### config.mk
export PLATFORM = sky130hd
export DESIGN_NAME = uart_tx_arbiter
export DESIGN_NICKNAME = d
export VERILOG_FILES = /design/src/rtl/uart_pkg.sv /design/src/rtl/uart_baud_gen.sv /design/src/rtl/uart_tx_arbiter.sv
export SDC_FILE = /design/constraint.sdc
export NUM_CORES = 1
export LEC_CHECK = 0
export ABC_AREA = 1
export CORE_MARGIN = 5
export CORE_UTILIZATION = 50
export CTS_BUF_LIST = sky130_fd_sc_hd__clkbuf_4 sky130_fd_sc_hd__clkbuf_8 sky130_fd_sc_hd__clkbuf_16
export DETAILED_ROUTE_END_ITERATION = 7
export GPL_TIMING_DRIVEN = 0
export PLACE_DENSITY_LB_ADDON = 0.1
export SETUP_SLACK_MARGIN = 0.2
export SKIP_CTS_REPAIR_TIMING = 1
export SLEW_MARGIN = 20
export SYNTH_ARGS = -nofsm -noshare
export SYNTH_HDL_FRONTEND = slang
export SYNTH_SLANG_ARGS = --single-unit
### constraint.sdc
create_clock -name i_clk -period 4 [get_ports i_clk]
set_clock_uncertainty 0.05 [all_clocks]
set_input_delay 0.8 -clock i_clk [delete_from_list [all_inputs] [get_ports i_clk]]
set_output_delay 0.8 -clock i_clk [all_outputs]
set_load 0.02 [all_outputs]
### src/rtl/uart_pkg.sv
// Shared definitions for the UART transmit arbiter.
//   N_REQ      - number of requesters sharing the serial line
//   DATA_BITS  - payload bits per frame
//   tx_state_e - transmit FSM state encoding
//   rr_pick    - round-robin selection starting at a pointer, moving upward mod N_REQ
package uart_pkg;

    localparam int unsigned N_REQ     = 4;
    localparam int unsigned DATA_BITS = 8;

    typedef enum logic [1:0] {
        StIdle,
        StStart,
        StData,
        StStop
    } tx_state_e;

    // Returns the first requester at or above ptr (wrapping) whose request bit is set.
    // Scans from the farthest offset down so the nearest hit is the one that sticks.
    function automatic logic [1:0] rr_pick(input logic [1:0] ptr, input logic [N_REQ-1:0] req);
        logic [1:0] idx;
        rr_pick = ptr;
        for (int i = N_REQ - 1; i >= 0; i--) begin
            idx = ptr + 2'(i);
            if (req[idx]) begin
                rr_pick = idx;
            end
        end
    endfunction

endpackage

### src/rtl/uart_baud_gen.sv
// Bit-period timer for the UART transmitter.
//   i_clk      - clock
//   i_rst_n    - synchronous active-low reset
//   i_clear    - forces the counter to zero (held while the line is idle)
//   i_enable   - counts while high
//   o_tick     - high in the last cycle of each CLKS_PER_BIT-cycle period
//   o_pre_tick - high in the cycle before o_tick, for registering end-of-period outputs
module uart_baud_gen #(
    parameter int unsigned CLKS_PER_BIT = 868
) (
    input  logic i_clk,
    input  logic i_rst_n,
    input  logic i_clear,
    input  logic i_enable,
    output logic o_tick,
    output logic o_pre_tick
);

    localparam int unsigned CntW = $clog2(CLKS_PER_BIT);

    logic [CntW-1:0] cnt_q, cnt_d;

    assign o_tick     = i_enable && !i_clear && (cnt_q == CntW'(CLKS_PER_BIT - 1));
    assign o_pre_tick = i_enable && !i_clear && (cnt_q == CntW'(CLKS_PER_BIT - 2));

    // Wrapping on the tick restarts the period at every bit or state change.
    always_comb begin
        cnt_d = cnt_q;
        if (i_clear || o_tick) begin
            cnt_d = '0;
        end else if (i_enable) begin
            cnt_d = cnt_q + CntW'(1);
        end
    end

    always_ff @(posedge i_clk) begin
        if (!i_rst_n) begin
            cnt_q <= '0;
        end else begin
            cnt_q <= cnt_d;
        end
    end

endmodule

### src/rtl/uart_tx_arbiter.sv
// Four-requester UART transmitter with round-robin arbitration.
//   i_clk        - clock
//   i_rst_n      - synchronous active-low reset
//   i_req        - per-requester send request
//   i_data       - requester k byte on [8k+7:8k]
//   o_ack        - one-cycle one-hot pulse when a requester's byte is accepted
//   o_grant_id   - requester whose frame is (or was last) in flight
//   o_busy       - high while a frame is on the line
//   o_frame_done - one-cycle pulse in the last cycle of the frame
//   o_tx         - serial output, idle high, 8N1 / 8N2
module uart_tx_arbiter
    import uart_pkg::*;
#(
    parameter int unsigned CLKS_PER_BIT = 868,
    parameter int unsigned STOP_BITS    = 1
) (
    input  logic                         i_clk,
    input  logic                         i_rst_n,
    input  logic [N_REQ-1:0]             i_req,
    input  logic [N_REQ*DATA_BITS-1:0]   i_data,
    output logic [N_REQ-1:0]             o_ack,
    output logic [1:0]                   o_grant_id,
    output logic                         o_busy,
    output logic                         o_frame_done,
    output logic                         o_tx
);

    tx_state_e            state_q, state_d;
    logic [1:0]           ptr_q, ptr_d;
    logic [1:0]           grant_q, grant_d;
    logic [N_REQ-1:0]     ack_q, ack_d;
    logic                 busy_q, busy_d;
    logic                 done_q, done_d;
    logic                 tx_q, tx_d;
    logic [DATA_BITS-1:0] data_q, data_d;
    logic [2:0]           bit_idx_q, bit_idx_d;
    logic                 stop_idx_q, stop_idx_d;

    logic       tick, pre_tick, stop_last;
    logic [1:0] pick;

    uart_baud_gen #(
        .CLKS_PER_BIT(CLKS_PER_BIT)
    ) u_baud (
        .i_clk     (i_clk),
        .i_rst_n   (i_rst_n),
        .i_clear   (state_q == StIdle),
        .i_enable  (state_q != StIdle),
        .o_tick    (tick),
        .o_pre_tick(pre_tick)
    );

    assign pick      = rr_pick(ptr_q, i_req);
    assign stop_last = (stop_idx_q == 1'(STOP_BITS - 1));

    always_comb begin
        state_d    = state_q;
        ptr_d      = ptr_q;
        grant_d    = grant_q;
        ack_d      = '0;
        busy_d     = busy_q;
        done_d     = 1'b0;
        tx_d       = tx_q;
        data_d     = data_q;
        bit_idx_d  = bit_idx_q;
        stop_idx_d = stop_idx_q;
        unique case (state_q)
            StIdle: begin
                if (|i_req) begin
                    state_d     = StStart;
                    grant_d     = pick;
                    ack_d[pick] = 1'b1;
                    ptr_d       = pick + 2'd1;
                    data_d      = i_data[DATA_BITS*int'(pick) +: DATA_BITS];
                    tx_d        = 1'b0;
                    busy_d      = 1'b1;
                    bit_idx_d   = '0;
                    stop_idx_d  = 1'b0;
                end
            end
            StStart: begin
                if (tick) begin
                    state_d = StData;
                    tx_d    = data_q[0];
                end
            end
            StData: begin
                if (tick) begin
                    if (bit_idx_q == 3'(DATA_BITS - 1)) begin
                        state_d = StStop;
                        tx_d    = 1'b1;
                    end else begin
                        bit_idx_d = bit_idx_q + 3'd1;
                        tx_d      = data_q[bit_idx_q + 3'd1];
                    end
                end
            end
            StStop: begin
                // Registered done must already be set in the final cycle, so arm it one early.
                if (pre_tick && stop_last) begin
                    done_d = 1'b1;
                end
                if (tick) begin
                    if (stop_last) begin
                        state_d = StIdle;
                        busy_d  = 1'b0;
                    end else begin
                        stop_idx_d = 1'b1;
                    end
                end
            end
            default: state_d = StIdle;
        endcase
    end

    always_ff @(posedge i_clk) begin
        if (!i_rst_n) begin
            state_q    <= StIdle;
            ptr_q      <= '0;
            grant_q    <= '0;
            ack_q      <= '0;
            busy_q     <= 1'b0;
            done_q     <= 1'b0;
            tx_q       <= 1'b1;
            data_q     <= '0;
            bit_idx_q  <= '0;
            stop_idx_q <= 1'b0;
        end else begin
            state_q    <= state_d;
            ptr_q      <= ptr_d;
            grant_q    <= grant_d;
            ack_q      <= ack_d;
            busy_q     <= busy_d;
            done_q     <= done_d;
            tx_q       <= tx_d;
            data_q     <= data_d;
            bit_idx_q  <= bit_idx_d;
            stop_idx_q <= stop_idx_d;
        end
    end

    assign o_ack        = ack_q;
    assign o_grant_id   = grant_q;
    assign o_busy       = busy_q;
    assign o_frame_done = done_q;
    assign o_tx         = tx_q;

endmodule

==> metrics, run 1 <==
Worst Hold Class flip-flop to flip-flop; number of synthesized flops with an enable pin 0; max-slew violation count 0; # H-tree levels 2; final hold slack 0.423 ns; CP required 4.12 ns; Die ar. 5930 sq um; crit end category flip-flop; post-synthesis compound-gate area fraction 11.3%; status complete, no violations; Net Count, Synth 406; simple-gate share of the synthesized area 33.9%; Worst-Margin Slew 0.453 ns; most frequent cell after synthesis inv_1; setup TNS 0 ns; Diodes inserted 0; FMAX 0.398 GHz; Mapped Area 2240 sq um; biggest area consumer among synthesized cells dfxtp_1; first-pass GRT wire length 8630 um; Yosys cell types 32; Tcrit/Tclk final 62.8%; vias in the first global route 2036; arrival time at the worst endpoint 2.63 ns; pwr/cell area 716 nW/um^2; async set-reset flop share out of synthesis 0%; Vias/cell 4.91; post-DP HPWL 3930 um; DR pass1 iterations 7; Synth Area in XOR/XNOR 0.390%; share of layout cells above drive strength 1 7.35%; CP max-delay cell clkdlybuf4s50_1; Startpoint Class input port; largest family of logic cells by synthesized area simple AND/OR/NAND/NOR gates; endpoints failing hold 0; Synthesis Warnings 0; Initial DRC Count 126; Clock Sinks 34; detailed-route DRC error count 0; RSZ-0062 raised after global routing no; Worst slew margin 69.6%; Post-Synth Adder-Cell Area 7.25%; wire per inst 10.7 um; Cell Rows 24; largest net degree at the start of global routing 12; via count 2258; CP max FO 11; Routed WL 4940 um; Die H 77 um; maximum vdd drop 0.369 mV; Max stage delay on crit path 0.45 ns; RePlAce Congestion 0.846; initial antenna violation count 0; Synth Area per Inst 6.32 sq um; area share of the largest cell type after synthesis 30.3%; clock-pin slew on the worst setup and hold paths 0.07 ns; mux cell area share after synthesis 0%; CTS tree yes; area grow syn2layout 27.2%; TritonCTS Buffers 5; FF+latch count, synth 34; crit path kind input port to flip-flop; clock root buffer clkbuf_8; total of max-cap violations 0; Leak 1.46 nW; antenna-violating nets left 0; Initial Util 51.6%; sequential fraction of the synthesis area 30.3%; fin crit period 2.51 ns; CTS max path bufs 2; GRT overflow 0; final setup fails 0; IO Port Bufs 45; total track usage 17.1%; Gate Count Post-Synth 355; worst skew pair latency 0.28 ns; # fillers 414; Die Wd 77 um; predominant post-synthesis flop cell dfxtp_1; io pins 47; total core area 4350 sq um; Synth area leaders dfxtp_1 (30%), inv_1 (14%), nand2_1 (12%); final net count 458; top cells by count, synth inv_1 (81), nand2_1 (70), nand3_1 (46); critical path, cell by cell clkdlybuf4s50_1 -> inv_1 -> o21ai_2 -> nand2_1 -> nand2_1 -> inv_2 -> nand2_2 -> nand3_2 -> nand2_2 -> buf_6 -> ha_1 -> o21ai_0 -> a21oi_1
registers in the layout, indices dropped and copies added, names as in the netlist:
register,count
o_tx,1
bit_idx_q,3
o_ack,4
u_baud.cnt_q,10
state_q,2
ptr_q,2
o_busy,1
o_grant_id,2
data_q,8
o_frame_done,1
stage by stage:
step	setup WS [ns]	power, mW	cells	utilization, %	cell area [sq um]
CTS	1.50	2.06	460	65.6	2860
global route	1.32	2.28	460	65.6	2860
detailed placement	1.20	1.79	452	63.4	2760
global placement	1.22	1.76	452	63.4	2760
finish	1.49	2.04	460	65.6	2860
floorplan	1.80	1.47	355	-	2240
layout make-up:
| type | count | area (sq um) | share of cell area (%) |
|---|---|---|---|
| plain buffers | 8 | 58.8 | 2.06 |
| clock buffers | 6 | 82.6 | 2.89 |
| clock inverters | 2 | 12.5 | 0.438 |
| inverters | 85 | 319 | 11.2 |
| multi-input cells | 228 | 1190 | 41.5 |
| flip-flops and latches | 34 | 681 | 23.8 |
| well taps | 52 | 65.1 | 2.28 |
| repair buffers | 45 | 450 | 15.8 |
worst max-delay path: cells and delay by family:
kind | cells | cell delay (ns)
compound gates | 3 | 0.35
fa+ha+maj | 1 | 0.23
buf+inv | 4 | 0.70
simple gates | 5 | 0.54
power breakdown:
group	switching [mW]	leakage (nW)	internal, mW
Clock	0.122	0.0472	0.138
Sequential	0.0536	0.279	0.433
Combinational	0.801	1.14	0.496
per-layer routing:
layer	track usage, %	share of wire, %	routed length, um
met1	20.9	44	2190
met2	30.5	50	2450
met3	3.98	4.9	240
met4	3.61	1.1	52
met5	0	0	0
layout by cell type (no fill, tap or decap), types with 2 or more instances in the layout:
cell type / count
o21ai_0: 16
nand4_1: 4
nand2_1: 70
dfxtp_1: 34
nand3_2: 3
ha_1: 13
buf_6: 3
nand3_1: 46
nor3b_1: 2
nand2_2: 4
clkdlybuf4s50_1: 45
and3_1: 2
clkbuf_8: 6
a21oi_1: 24
buf_2: 2
clkbuf_1: 2
nor2_1: 27
nor3_1: 5
inv_1: 81
inv_2: 3
final timing paths:
kind                                              startpoint                      endpoint  slack (ns)  cells after the start
worst max register to register       state_q[0]$_SDFFE_PN0P_  u_baud.cnt_q[8]$_SDFFE_PP0P_        1.94                     10
worst min-delay path            u_baud.cnt_q[0]$_SDFFE_PP0P_  u_baud.cnt_q[0]$_SDFFE_PP0P_        0.42                      1
worst min register to register  u_baud.cnt_q[0]$_SDFFE_PP0P_  u_baud.cnt_q[0]$_SDFFE_PP0P_        0.42                      1
worst max-delay path                                i_req[3]         ptr_q[1]$_SDFFE_PN0P_        1.49                     13
kinds of logic after synthesis:
logic type | count (synthesis)
compound gates | 47
flops | 34
xor+xnor | 1
fa+ha+maj | 13
buf+inv | 93
simple gates | 167
No activity file was read; power rests on OpenSTA's default activity.
==> run 2, diff against run 1 <==
--- a/config.mk
+++ b/config.mk
@@ -7,7 +7,7 @@
 export LEC_CHECK = 0
 export ABC_AREA = 1
 export CORE_MARGIN = 5
-export CORE_UTILIZATION = 50
+export CORE_UTILIZATION = 46
 export CTS_BUF_LIST = sky130_fd_sc_hd__clkbuf_4 sky130_fd_sc_hd__clkbuf_8 sky130_fd_sc_hd__clkbuf_16
 export DETAILED_ROUTE_END_ITERATION = 7
 export GPL_TIMING_DRIVEN = 0
==> constraint.sdc (replaced) <==
create_clock -name i_clk -period 2 [get_ports i_clk]
set_clock_uncertainty 0.05 [all_clocks]
set_input_delay 0.4 -clock i_clk [delete_from_list [all_inputs] [get_ports i_clk]]
set_output_delay 0.4 -clock i_clk [all_outputs]
set_load 0.02 [all_outputs]
==> run 2 against run 1 <==
Effect of this change:
- sequential power rose by 110%
- die area grew 7.6%
- via count rose by 6.3%
- wire length up 19%
- count of clock-buffer cells in the layout unchanged
- first-iteration DRC count shrank 30%
- combinational power grew to 2.8 times the previous value
- non-clock buffer count increased by 16
- critical path depth down 1
- cell count rose by 6.7%
- global-route usage down 0.89 points
- register-to-register slack lost 1.8 ns
==> metrics, run 2 (synthesized netlist as in run 1, its figures left out) <==
status complete, no violations; FMAX 0.533 GHz; Tcrit/Tclk final 93.9%; total track usage 16.2% (-0.89 points); io pins 47 (unchanged); placed insts 467 (+3.3%); commonest non-fill, non-tap cell in the layout inv_1; CP max-delay cell dfxtp_4; Hold Path Cell Cnt 1 (unchanged); Worst-Margin Slew 0.411 ns (-0.0412 ns); Routed WL 5890 um (+19%); GRT overflow 0 (unchanged); arrival time at the worst endpoint 2.05 ns (-0.58 ns); Cell Rows 25 (+4.2%); Max stage delay on crit path 0.39 ns (-0.06 ns); DR pass1 iterations 4 (-3); share of layout cells above drive strength 1 24.5% (+17 points); Clock Sinks 34 (unchanged); FF-to-FF setup slack 0.12 ns (-1.82 ns); RePlAce Congestion 0.871 (+3.1%); # H-tree levels 2 (unchanged); vias in the first global route 1975 (-3.0%); first-pass GRT wire length 8360 um (-3.1%); Reg2Reg Launch Point ptr_q[0]$_SDFFE_PN0P_; largest net degree at the start of global routing 12 (unchanged); initial antenna violation count 0 (unchanged); Diodes inserted 0 (unchanged); area grow syn2layout 47.5%; TritonCTS Buffers 5 (unchanged); commonest non-fill, non-tap cells in the layout inv_1 (76), nand2_1 (48), clkdlybuf4s50_1 (41); endpoints failing hold 0 (unchanged); final hold slack 0.394 ns (-0.0286 ns); Largest register FFs 10 (unchanged); IO Port Bufs 45 (unchanged); R2R depth 12 (+2); total core area 4720 sq um (+8.5%); Leak 1.66 nW (+13%); maximum vdd drop 0.829 mV (+120%); final setup fails 0 (unchanged); Die ar. 6380 sq um (+7.6%); worst flop-to-flop path endpoint ptr_q[1]$_SDFFE_PN0P_; fin crit period 1.88 ns; Vias/cell 4.89 (-0.38%); HP Start u_baud.cnt_q[0]$_SDFFE_PP0P_; Worst Hold Class flip-flop to flip-flop; critical path, cell by cell buf_8 -> nand2_4 -> nand3_2 -> nand2_1 -> inv_1 -> nand2_4 -> nand2_8 -> nand2_8 -> buf_6 -> ha_4 -> o21ai_1 -> a21oi_1; pwr/cell area 1570 nW/um^2 (+120%); worst skew pair latency 0.29 ns (about the same); detailed-route DRC error count 0 (unchanged); Initial DRC Count 88 (-30%); crit path kind flip-flop to flip-flop; Worst slew margin 72.6% (+3.0 points); RSZ-0062 raised after global routing yes; antenna-violating nets left 0 (unchanged); Reg with most FFs u_baud.cnt_q; post-DP HPWL 3920 um (-0.13%); CTS max path bufs 2 (unchanged); Die H 79.9 um (+3.7%); CTS tree yes; CP max FO 7 (-4); crit end category flip-flop; clock-pin slew on the worst setup and hold paths 0.08 ns (about the same); max-slew violation count 0 (unchanged); Non-Filler Instances 491 (+6.7%); clock root buffer clkbuf_8; wire per inst 12.0 um (+12%); CP required 2.17 ns (-1.95 ns); Worst Hold End u_baud.cnt_q[0]$_SDFFE_PP0P_; final net count 474 (+3.5%); # fillers 408 (-1.4%); via count 2401 (+6.3%); total of max-cap violations 0 (unchanged); Startpoint Class flip-flop; Die Wd 79.9 um (+3.7%); Initial Util 47.5% (-4.0 points)
-- run 2: worst max-delay path, delay by kind of cell (launching register included) --
| kind | cells | cell delay [ns] |
|---|---|---|
| AO/OA/AOI/OAI | 2 | 0.17 |
| adder cells (fa/ha/maj) | 1 | 0.25 |
| buffers and inverters | 3 | 0.44 |
| flip-flops | 1 | 0.39 |
| AND/OR/NAND/NOR | 6 | 0.51 |
-- run 2: worst max-delay path by stage --
stage | cells after the start | endpoint | from | slack [ns]
finish | 12 | ptr_q[1]$_SDFFE_PN0P_ | ptr_q[0]$_SDFFE_PN0P_ | 0.12
global route | 12 | ptr_q[1]$_SDFFE_PN0P_ | ptr_q[0]$_SDFFE_PN0P_ | 0.03
detailed placement | 13 | ptr_q[1]$_SDFFE_PN0P_ | i_req[3] | -0.41
CTS | 13 | ptr_q[1]$_SDFFE_PN0P_ | i_req[3] | -0.1
global placement | 14 | ptr_q[1]$_SDFFE_PN0P_ | i_req[1] | -0.38
floorplan | 14 | ptr_q[1]$_SDFFE_PN0P_ | i_req[3] | 0.20
-- run 2: cell type report --
| type | count | area (sq um) | share of cell area [%] |
|---|---|---|---|
| sequential | 34 | 696 | 21.0 |
| clock inverter | 2 | 12.5 | 0.378 |
| inverter | 85 | 332 | 10.0 |
| multi-input combinational | 228 | 1450 | 43.7 |
| buffer | 8 | 72.6 | 2.19 |
| clock buffer | 6 | 82.6 | 2.49 |
| tap | 67 | 83.8 | 2.53 |
| timing repair buffer | 61 | 586 | 17.7 |
-- run 2: metrics by stage --
| step | utilization, % | setup TNS [ns] | area [sq um] | total power, mW | setup WS, ns |
|---|---|---|---|---|---|
| finish | 70.1 | 0 | 3310 | 5.19 | 0.122 |
| floorplan | - | 0 | 2240 | 2.93 | 0.202 |
| CTS | 60.8 | -0.215 | 2870 | 4.11 | -0.0977 |
| global placement | 58.8 | -3.73 | 2780 | 3.54 | -0.379 |
| detailed placement | 58.8 | -4.16 | 2780 | 3.58 | -0.407 |
| global route | 70.1 | 0 | 3310 | 5.63 | 0.0340 |
-- run 2: report_power, final --
part           internal (mW)  switching [mW]  leakage (nW)  total (mW)
logic                   1.51            2.13          1.33        3.64
registers              0.884           0.132         0.282        1.02
clock network          0.277           0.252        0.0472       0.529
total                   2.67            2.52          1.66        5.19
-- run 2: per-layer routing --
layer  routed length [um]  GRT usage (%)  vias up
met5                    0              0        -
met4                  100           4.56        0
met3                  223           4.06       10
met2                 2930           27.5       42
met1                 2640           20.3     1105
li1                     -              -     1244
==> run 3, diff against run 2 <==
--- a/config.mk
+++ b/config.mk
@@ -6,6 +6,8 @@
 export NUM_CORES = 1
 export LEC_CHECK = 0
 export ABC_AREA = 1
+export CAP_MARGIN = 20
+export CORE_ASPECT_RATIO = 1.25
 export CORE_MARGIN = 5
 export CORE_UTILIZATION = 46
 export CTS_BUF_LIST = sky130_fd_sc_hd__clkbuf_4 sky130_fd_sc_hd__clkbuf_8 sky130_fd_sc_hd__clkbuf_16
==> run 3 against run 2 <==
Effect of this change:
- fmax increased by 1.3%
- first-iteration DRC count grew 19%
- non-clock buffer count rose by 2
- critical path depth grew 4
- sequential power barely moved
- cell count decreased by 1.0%
- core utilization rose by 1.0 points
- highest routed layer unchanged
==> metrics, run 3 (synthesized netlist as in run 1, its figures left out) <==
final core occ 71.1% (+1.0 points); Tcrit/Tclk final 92.6% (-1.2 points); CTS max path bufs 2 (unchanged); clock root buffer clkbuf_8; Max stage delay on crit path 0.38 ns (about the same); max-slew violation count 0 (unchanged); FMAX 0.540 GHz (+1.3%); GRT overflow 0 (unchanged); total of max-cap violations 0 (unchanged); Die Wd 72.5 um (-9.2%); Clock Sinks 34 (unchanged); Cell Rows 28 (+12%); final hold slack 0.382 ns (-0.0115 ns); Buf/Inv on CP 4 (+1); DR pass1 iterations 4 (unchanged); Metal-1 WL 2470 um (-6.3%); arrival time at the worst endpoint 1.99 ns (-0.06 ns); CP max-delay cell dfxtp_4; setup TNS 0 ns (unchanged); CP top delay family simple AND/OR/NAND/NOR gates; commonest non-fill, non-tap cell in the layout inv_1; first-pass GRT wire length 8910 um (+6.6%); critical path, cell by cell buf_6 -> nand2_2 -> nand2_2 -> nand2_2 -> nand2_2 -> nand2_2 -> nand2_4 -> nand3_4 -> nand2_4 -> buf_6 -> buf_12 -> nand2_2 -> nand3_2 -> nand3_2 -> nand2_1 -> inv_1; # H-tree levels 2 (unchanged); Worst Hold Class flip-flop to flip-flop; clock power share 11.0% (+0.8 points); Die H 88.1 um (+10%); Routed WL 6000 um (+1.8%); Vias/cell 4.94 (+1.1%); max layer used met4; Largest register FFs 10 (unchanged); endpoints failing hold 0 (unchanged); share of layout cells above drive strength 1 26.8% (+2.2 points); Worst-Margin Slew 0.475 ns (+0.0638 ns); total track usage 17.2% (+0.96 points); cell repeated most along the worst path nand2_2; initial antenna violation count 0 (unchanged); Net Sw Frac 46.8% (-1.8 points); io pins 47 (unchanged); CP required 2.14 ns (-0.03 ns); clock-pin slew on the worst setup and hold paths 0.07 ns (about the same); Initial Util 47.5% (-0.063 points); status complete, no violations; worst skew pair latency 0.29 ns (about the same); RSZ-0062 raised after global routing yes; CP max FO 8 (+1); final setup fails 0 (unchanged); Sw Pwr 2.54 mW (+0.87%); crit end category flip-flop; total core area 4730 sq um (+0.13%); Worst slew margin 68.3% (-4.3 points); largest net degree at the start of global routing 12 (unchanged); wire per inst 12.3 um (+2.8%); via count 2403 (+0.083%); TritonCTS Buffers 5 (unchanged); detailed-route DRC error count 0 (unchanged); Leak 1.67 nW (+0.92%); commonest non-fill, non-tap cells in the layout inv_1 (74), nand2_1 (44), clkdlybuf4s50_1 (41); crit path kind flip-flop to flip-flop; RePlAce Congestion 0.816 (-6.4%); pwr/cell area 1620 nW/um^2 (+3.1%); Initial DRC Count 105 (+19%); maximum vdd drop 0.882 mV (+6.3%); met3 WL 346 um (+55%); vias in the first global route 2098 (+6.2%); Met2 Wirelength 3080 um (+5.1%); Diodes inserted 0 (unchanged); post-DP HPWL 4090 um (+4.2%); IO Port Bufs 45 (unchanged); P_int 2.89 mW (+8.3%); area grow syn2layout 49.9%; final net count 476 (+0.42%); antenna-violating nets left 0 (unchanged); Die ar. 6390 sq um (+0.14%); sequential power share 18.5% (-1.1 points); CTS tree yes; fin crit period 1.85 ns (-0.0246 ns); Startpoint Class flip-flop; Reg with most FFs u_baud.cnt_q; combinational power share 70.5% (+0.3 points)
-- run 3: worst reg2reg max path, delay by kind of cell, from the launching register on --
family                 cells  cell delay [ns]
and+or+nand+nor           12             0.91
buffers and inverters      4             0.42
DFF                        1             0.38
-- run 3: area by class of cell --
class | count | area [sq um]
Multi-Input combinational cell | 228 | 1460
Fill cell | 386 | 1370
Sequential cell | 34 | 693
Timing Repair Buffer | 63 | 624
Inverter | 85 | 338
Clock buffer | 8 | 110
Tap cell | 60 | 75.1
Buffer | 8 | 65.1
-- run 3: worst paths after layout --
path,from,end,slack [ns],cells past startpoint
hold / removal,u_baud.cnt_q[0]$_SDFFE_PP0P_,u_baud.cnt_q[0]$_SDFFE_PP0P_,0.38,1
hold reg to reg,u_baud.cnt_q[0]$_SDFFE_PP0P_,u_baud.cnt_q[0]$_SDFFE_PP0P_,0.38,1
setup / recovery,ptr_q[0]$_SDFFE_PN0P_,data_q[3]$_SDFFE_PN0P_,0.15,16
setup reg to reg,ptr_q[0]$_SDFFE_PN0P_,data_q[3]$_SDFFE_PN0P_,0.15,16
-- run 3: metal layers --
metal / vias up / track usage [%]
li1: 1253 / -
met1: 1080 / 21.1
met2: 59 / 30.4
met3: 11 / 2.99
met4: 0 / 5.54
met5: - / 0
-- run 3: through the flow --
stage	worst slack [ns]	cells	cell area, sq um	power (mW)
after floorplan	0.202	355	2240	2.93
after global placement	-0.418	460	2770	3.56
after detailed placement	-0.459	460	2770	3.59
after CTS	-0.159	468	2880	4.19
after global routing	0.0227	486	3360	5.85
final	0.147	486	3360	5.43
-- run 3: power by group through the flow --
stage	sequential, mW	combinational [mW]	clock [mW]
6_report	1.01	3.83	0.600
5_1_grt	1.03	4.18	0.645
4_1_cts	0.976	2.61	0.612
3_5_place_dp	0.989	2.60	0
3_3_place_gp	0.982	2.58	0
2_1_floorplan	1.05	1.89	0
